--- src/rtl/fofir_pkg.sv ---
`default_nettype none
// ============================================================================
// fofir_pkg : shared FoFIR types, tap-select width and ETC field helpers
// Revision  : 1.0
// ============================================================================
package fofir_pkg;

    typedef enum logic [1:0] {
        ST_IDLE = 2'd0,
        ST_RUN  = 2'd1,
        ST_DONE = 2'd2
    } fsm_state_t;

    function automatic int tap_sel_width(input int nb_weights);
        return (nb_weights > 8) ? 4 : 3;
    endfunction

    // Bit offset of tap `tap` inside a packed ETC bus (tap 0 at the LSBs).
    function automatic int etc_lsb(input int tap, input int etc_width);
        return tap * etc_width;
    endfunction

endpackage
`default_nettype wire

--- src/rtl/fofir_next_tap_finder.sv ---
`default_nettype none
// ============================================================================
// fofir_next_tap_finder : lowest eligible tap above current_tap (or from -1)
// Revision              : 1.0
// ============================================================================
module fofir_next_tap_finder
    import fofir_pkg::*;
#(
    parameter int NB_WEIGHTS = 5,
    parameter int ETC_WIDTH  = 4,
    parameter int TAP_WIDTH  = tap_sel_width(NB_WEIGHTS)
) (
    input  logic [ETC_WIDTH*NB_WEIGHTS-1:0] etcs,
    input  logic                            skip_zero,
    input  logic                            from_start,
    input  logic [TAP_WIDTH-1:0]            current_tap,
    output logic [TAP_WIDTH-1:0]            next_tap,
    output logic                            next_found
);

    logic [NB_WEIGHTS-1:0] w_eligible;

    generate
        for (genvar i = 0; i < NB_WEIGHTS; i++) begin : g_eligible
            assign w_eligible[i] = !skip_zero ||
                                   (etcs[etc_lsb(i, ETC_WIDTH) +: ETC_WIDTH] != '0);
        end
    endgenerate

    // Scan downward so the lowest qualifying index is the one that sticks.
    always_comb begin
        next_tap   = '0;
        next_found = 1'b0;
        for (int i = NB_WEIGHTS - 1; i >= 0; i--) begin
            if (w_eligible[i] && (from_start || (TAP_WIDTH'(i) > current_tap))) begin
                next_tap   = TAP_WIDTH'(i);
                next_found = 1'b1;
            end
        end
    end

endmodule
`default_nettype wire

--- src/rtl/fofir_tap_scheduler.sv ---
`default_nettype none
// ============================================================================
// fofir_tap_scheduler : holds each FoFIR tap for its essential-term count
// Revision            : 1.0
// ============================================================================
module fofir_tap_scheduler
    import fofir_pkg::*;
#(
    parameter int NB_WEIGHTS = 5,
    parameter int ETC_WIDTH  = 4,
    parameter int TAP_WIDTH  = tap_sel_width(NB_WEIGHTS)
) (
    input  logic                            clk,
    input  logic                            rst_n,
    input  logic                            start,
    input  logic                            cfg_skip_zero,
    input  logic [ETC_WIDTH*NB_WEIGHTS-1:0] ETCs,
    input  logic                            stall,
    output logic                            busy,
    output logic                            tap_valid,
    output logic [TAP_WIDTH-1:0]            current_tap,
    output logic [ETC_WIDTH-1:0]            term_idx,
    output logic                            tap_last,
    output logic                            pass_done
);

    localparam int TAP_SLOTS = 2 ** TAP_WIDTH;

    fsm_state_t                      r_state, w_state_next;
    logic [ETC_WIDTH*NB_WEIGHTS-1:0] r_etc_snap;
    logic                            r_skip_snap;
    logic [TAP_WIDTH-1:0]            r_tap, w_tap_next;
    logic [ETC_WIDTH-1:0]            r_term, w_term_next;
    logic                            w_load;

    logic [ETC_WIDTH-1:0]            w_etc_table [TAP_SLOTS];
    logic [ETC_WIDTH-1:0]            w_cur_etc;
    logic [ETC_WIDTH-1:0]            w_last_idx;
    logic                            w_term_last;

    logic                            w_in_idle;
    logic [ETC_WIDTH*NB_WEIGHTS-1:0] w_find_etcs;
    logic                            w_find_skip;
    logic [TAP_WIDTH-1:0]            w_next_tap;
    logic                            w_next_found;

    // Table padded to the full select range so indexing never leaves it.
    generate
        for (genvar i = 0; i < TAP_SLOTS; i++) begin : g_etc_table
            if (i < NB_WEIGHTS) begin : g_used
                assign w_etc_table[i] = r_etc_snap[etc_lsb(i, ETC_WIDTH) +: ETC_WIDTH];
            end else begin : g_unused
                assign w_etc_table[i] = '0;
            end
        end
    endgenerate

    assign w_cur_etc   = w_etc_table[r_tap];
    // A zero-ETC tap still issues one term when it is not skipped.
    assign w_last_idx  = (w_cur_etc == '0) ? '0 : (w_cur_etc - 1'b1);
    assign w_term_last = (r_term == w_last_idx);

    // In IDLE the search runs on the live inputs to find the first tap.
    assign w_in_idle   = (r_state == ST_IDLE);
    assign w_find_etcs = w_in_idle ? ETCs : r_etc_snap;
    assign w_find_skip = w_in_idle ? cfg_skip_zero : r_skip_snap;

    fofir_next_tap_finder #(
        .NB_WEIGHTS (NB_WEIGHTS),
        .ETC_WIDTH  (ETC_WIDTH),
        .TAP_WIDTH  (TAP_WIDTH)
    ) u_finder (
        .etcs        (w_find_etcs),
        .skip_zero   (w_find_skip),
        .from_start  (w_in_idle),
        .current_tap (r_tap),
        .next_tap    (w_next_tap),
        .next_found  (w_next_found)
    );

    always_ff @(posedge clk) begin
        if (!rst_n) begin
            r_state     <= ST_IDLE;
            r_etc_snap  <= '0;
            r_skip_snap <= 1'b0;
            r_tap       <= '0;
            r_term      <= '0;
        end else begin
            r_state <= w_state_next;
            r_tap   <= w_tap_next;
            r_term  <= w_term_next;
            if (w_load) begin
                r_etc_snap  <= ETCs;
                r_skip_snap <= cfg_skip_zero;
            end
        end
    end

    always_comb begin
        w_state_next = r_state;
        w_tap_next   = r_tap;
        w_term_next  = r_term;
        w_load       = 1'b0;
        case (r_state)
            ST_IDLE: begin
                if (start) begin
                    w_load      = 1'b1;
                    w_term_next = '0;
                    if (w_next_found) begin
                        w_state_next = ST_RUN;
                        w_tap_next   = w_next_tap;
                    end else begin
                        w_state_next = ST_DONE;
                        w_tap_next   = '0;
                    end
                end
            end
            ST_RUN: begin
                if (!stall) begin
                    if (!w_term_last) begin
                        w_term_next = r_term + 1'b1;
                    end else if (w_next_found) begin
                        w_tap_next  = w_next_tap;
                        w_term_next = '0;
                    end else begin
                        w_state_next = ST_DONE;
                        w_tap_next   = '0;
                        w_term_next  = '0;
                    end
                end
            end
            ST_DONE: begin
                w_state_next = ST_IDLE;
                w_tap_next   = '0;
                w_term_next  = '0;
            end
            default: begin
                w_state_next = ST_IDLE;
                w_tap_next   = '0;
                w_term_next  = '0;
            end
        endcase
    end

    assign busy        = (r_state == ST_RUN) || (r_state == ST_DONE);
    assign tap_valid   = (r_state == ST_RUN) && !stall;
    assign tap_last    = tap_valid && w_term_last;
    assign pass_done   = (r_state == ST_DONE);
    assign current_tap = r_tap;
    assign term_idx    = r_term;

endmodule
`default_nettype wire

--- config.mk ---
export PLATFORM = sky130hd
export DESIGN_NAME = fofir_tap_scheduler
export DESIGN_NICKNAME = d
export VERILOG_FILES = /design/src/rtl/fofir_pkg.sv /design/src/rtl/fofir_next_tap_finder.sv /design/src/rtl/fofir_tap_scheduler.sv
export SDC_FILE = /design/constraint.sdc
export NUM_CORES = 1
export LEC_CHECK = 0
export ABC_AREA = 1
export BUFFER_PORTS_ARGS = -buffer_cell sky130_fd_sc_hd__buf_2
export CORE_MARGIN = 3
export CORE_UTILIZATION = 49
export DETAILED_ROUTE_END_ITERATION = 16
export HOLD_SLACK_MARGIN = 0.02
export PLACE_DENSITY = 0.72
export SETUP_SLACK_MARGIN = 0.2
export SLEW_MARGIN = 20
export SYNTH_ARGS = -nofsm -noshare
export SYNTH_HDL_FRONTEND = slang
export SYNTH_SLANG_ARGS = --single-unit
--- constraint.sdc ---
create_clock -name clk -period 4.8 [get_ports clk]
set_input_delay 0.24 -clock clk [delete_from_list [all_inputs] [get_ports clk]]
set_output_delay 0.24 -clock clk [all_outputs]
set_load 0.01 [all_outputs]
==> flow_summary.json <==
{
  "slowest_delay_ps": 640,
  "critical-path-top-delay-family": "simple AND/OR/NAND/NOR gates",
  "clk_pin_slew_worst_paths_ps": 60,
  "die_h_um": 66.5,
  "areaGrowthSynthToFinish_pct": 14.3,
  "rr_startpoint": "current_tap[0]",
  "viasPerCell": 5.19,
  "cp-end-kind": "output port",
  "rsz0062_at_grt": "no",
  "finalNetCount": 337,
  "start_kind": "flop",
  "setup-tns-final_ps": 0,
  "core_mm2": 0.00344,
  "worstSetupPathType": "flop to output port",
  "yosysTopAreaCell": "dfxtp_1",
  "drive_above_1_share_pct": 18.9,
  "antenna_found_initial": 0,
  "regArea_um2": 601,
  "syn-num-nets": 305,
  "clkLatencyLatePin_ps": 280,
  "comb_power_share_pct": 45.0,
  "synthTopCellsByArea": "dfxtp_1 33%, nand2_1 13%, nor2_1 10%",
  "cts-root-buf": "clkbuf_8",
  "p_int_uw": 545,
  "grt_use_total_pct": 22.5,
  "cts_made_buffers": 5,
  "cts_hold_buf": 0,
  "yosysMostFrequentCell": "nand2_1",
  "multi_input_area_mm2": 0.00106,
  "place_hpwl_um": 3280,
  "setup_slack_ps": 2110,
  "die_w_um": 66.5,
  "r2r_end": "r_state[1]",
  "clock-sinks": 30,
  "crit_path_frequent_cell": "nand2_1",
  "peakVddDrop_mv": 0.239,
  "diodes": 0,
  "dieArea_mm2": 0.00443,
  "period_needed_ps": 2690,
  "worstRegToRegCells": 15,
  "switching_power_uw": 418,
  "drv_cap": 0,
  "hold_depth": 3,
  "cts_tree": "built",
  "max_freq_mhz": 372,
  "portBuffers": 35,
  "yosysTopAreaCellShare_pct": 33.4,
  "syn_area_mm2": 0.00180,
  "vias": 1831,
  "path_cells": "inv_2, nand2_1, nand3_1, nand3_1, nand2_2, o21ai_0, nand2_1, nand2_1, nand2_1, nor2_2, nand2_2, nor3_1, buf_2",
  "power_frac_clock_pct": 19.6,
  "async_flop_share_pct": 0,
  "cp.required_ps": 4560,
  "cts_setup_buffers": 0,
  "tightest_slew_ps": 615,
  "num_rows": 21,
  "grt_pass1_vias": 1760,
  "leakagePower_nw": 0.964,
  "drt-initial-drc-count": 125,
  "ys_types": 29,
  "ys_warn_count": 0,
  "sequentialPowerShare_pct": 35.4,
  "power_density_mw_per_mm2": 469,
  "overflow": 0,
  "cts_max_level": 2,
  "grt_pass1_wl_um": 7730,
  "rrSetupSlack_ps": 2480,
  "initial_core_util_pct": 52.2,
  "wl_per_cell_um": 12.0,
  "min_to": "r_etc_snap[4]",
  "min_path_type": "input pin to flop",
  "hold_path_startpoint": "ETCs[4]",
  "syn_inst": 275,
  "netlist_top_cells_count": "60 x nand2_1, 50 x nor2_1, 30 x dfxtp_1",
  "swShare_pct": 43.4,
  "synth_edf_count": 0,
  "cts.path.max_buffers": 2,
  "skew_ps": 4.99,
  "arrival_ps": 2450,
  "critPathMaxFanout": 12,
  "fillCellCount": 351,
  "hold_violations": 0,
  "postRouteAntennaNets": 0,
  "startpoint": "current_tap[0]",
  "drc": 0,
  "design_area_mm2": 0.00205,
  "finalCritPeriodShare_pct": 56.0,
  "status": "completed",
  "yosysSeqAreaShare_pct": 33.4,
  "slowest_stage": "dfxtp_1",
  "dr.pass1.iters": 5,
  "ys_seq_elements": 30,
  "post-place-ws_ps": 2440,
  "path_buf_inv": 2,
  "io_pins": 36,
  "finalSetupViolCount": 0,
  "post_dp_cell_area_mm2": 0.00198,
  "avgSynthCellArea_um2": 6.53,
  "place.gp.congestion": 0.903,
  "grt_max_degree": 25,
  "total_power_uw": 963,
  "routed_wl_um": 4250,
  "slew_headroom_pct": 58.9,
  "ctsResizeCount": 0,
  "slew_violations": 0,
  "synth_top_flop_cell": "dfxtp_1"
}
==> state kept, by name, indices dropped and copies added, names as in the netlist <==
register     cells
current_tap      3
r_skip_snap      1
term_idx         4
r_etc_snap      20
r_state          2
==> worst reg2reg max path: stages, from the launching register on <==
cell     delay [ps]
dfxtp_1         640
inv_2           190
nand2_1         120
nand3_1          70
nand3_1         120
nand2_2          90
o21ai_0         250
nand2_1          80
nand2_1          60
nand2_1          50
nor2_2          110
nand2_2          90
nand2_4         110
nand3_2          90
nand2_1          80
a21oi_1          50
==> cell families (layout without fill, tap and decap cells) <==
kind of cell | Yosys count | after routing | share of synthesized area, %
compound gates | 43 | 43 | 13.0
buf+inv | 31 | 63 | 7.32
flops | 30 | 30 | 33.4
xor+xnor | 2 | 2 | 0.976
fa+ha+maj | 5 | 5 | 3.48
mux | 1 | 1 | 0.558
simple gates | 163 | 163 | 41.2
==> worst max path at each step <==
stage            endpoint  slack [ps]  depth (start not counted)
4_1_cts          tap_last        2120                         13
5_1_grt          tap_last        1820                         13
2_1_floorplan  r_state[1]        2940                         14
3_3_place_gp     tap_last        2470                         13
3_5_place_dp     tap_last        2440                         13
6_report         tap_last        2110                         13
==> cell usage in the layout, fill, tap and decap left out, types with 3 or more instances in the layout <==
cell type,count
a21oi_1,9
buf_2,35
clkbuf_8,5
dfxtp_1,30
ha_1,5
inv_1,19
nand2_1,60
nand2_2,5
nand3_1,25
nand4_1,5
nor2_1,50
nor4_1,6
o21ai_0,27
or2_2,3
==> power groups by stage <==
stage | registers [mW] | clock network, mW | logic [mW]
floorplan | 0.329 | 0 | 0.356
global route | 0.349 | 0.206 | 0.502
finish | 0.341 | 0.189 | 0.433
global placement | 0.345 | 0 | 0.430
detailed placement | 0.346 | 0 | 0.431
CTS | 0.341 | 0.192 | 0.433
==> per-layer routing <==
layer,vias up,wire (um),global-route usage [%]
met3,5,294,5.56
met2,47,1870,35.3
li1,968,-,-
met5,-,0,0
met1,811,2050,30.3
met4,0,30,6.85
==> stage by stage <==
step / util [%] / instances / hold WS [ps]
after floorplan: - / 275 / 376
after global placement: 57.4 / 346 / 475
after detailed placement: 57.4 / 346 / 480
after CTS: 59.6 / 353 / 227
after global routing: 59.6 / 353 / 239
final: 59.6 / 353 / 227
==> layout make-up <==
cell class	count	share of cell area [%]
Clock buffer	7	3.72
Sequential cell	30	29.3
Inverter	21	3.84
Multi-Input combinational cell	214	51.8
Tap cell	46	2.80
Timing Repair Buffer	35	8.54
No activity file was read; power rests on OpenSTA's default activity.
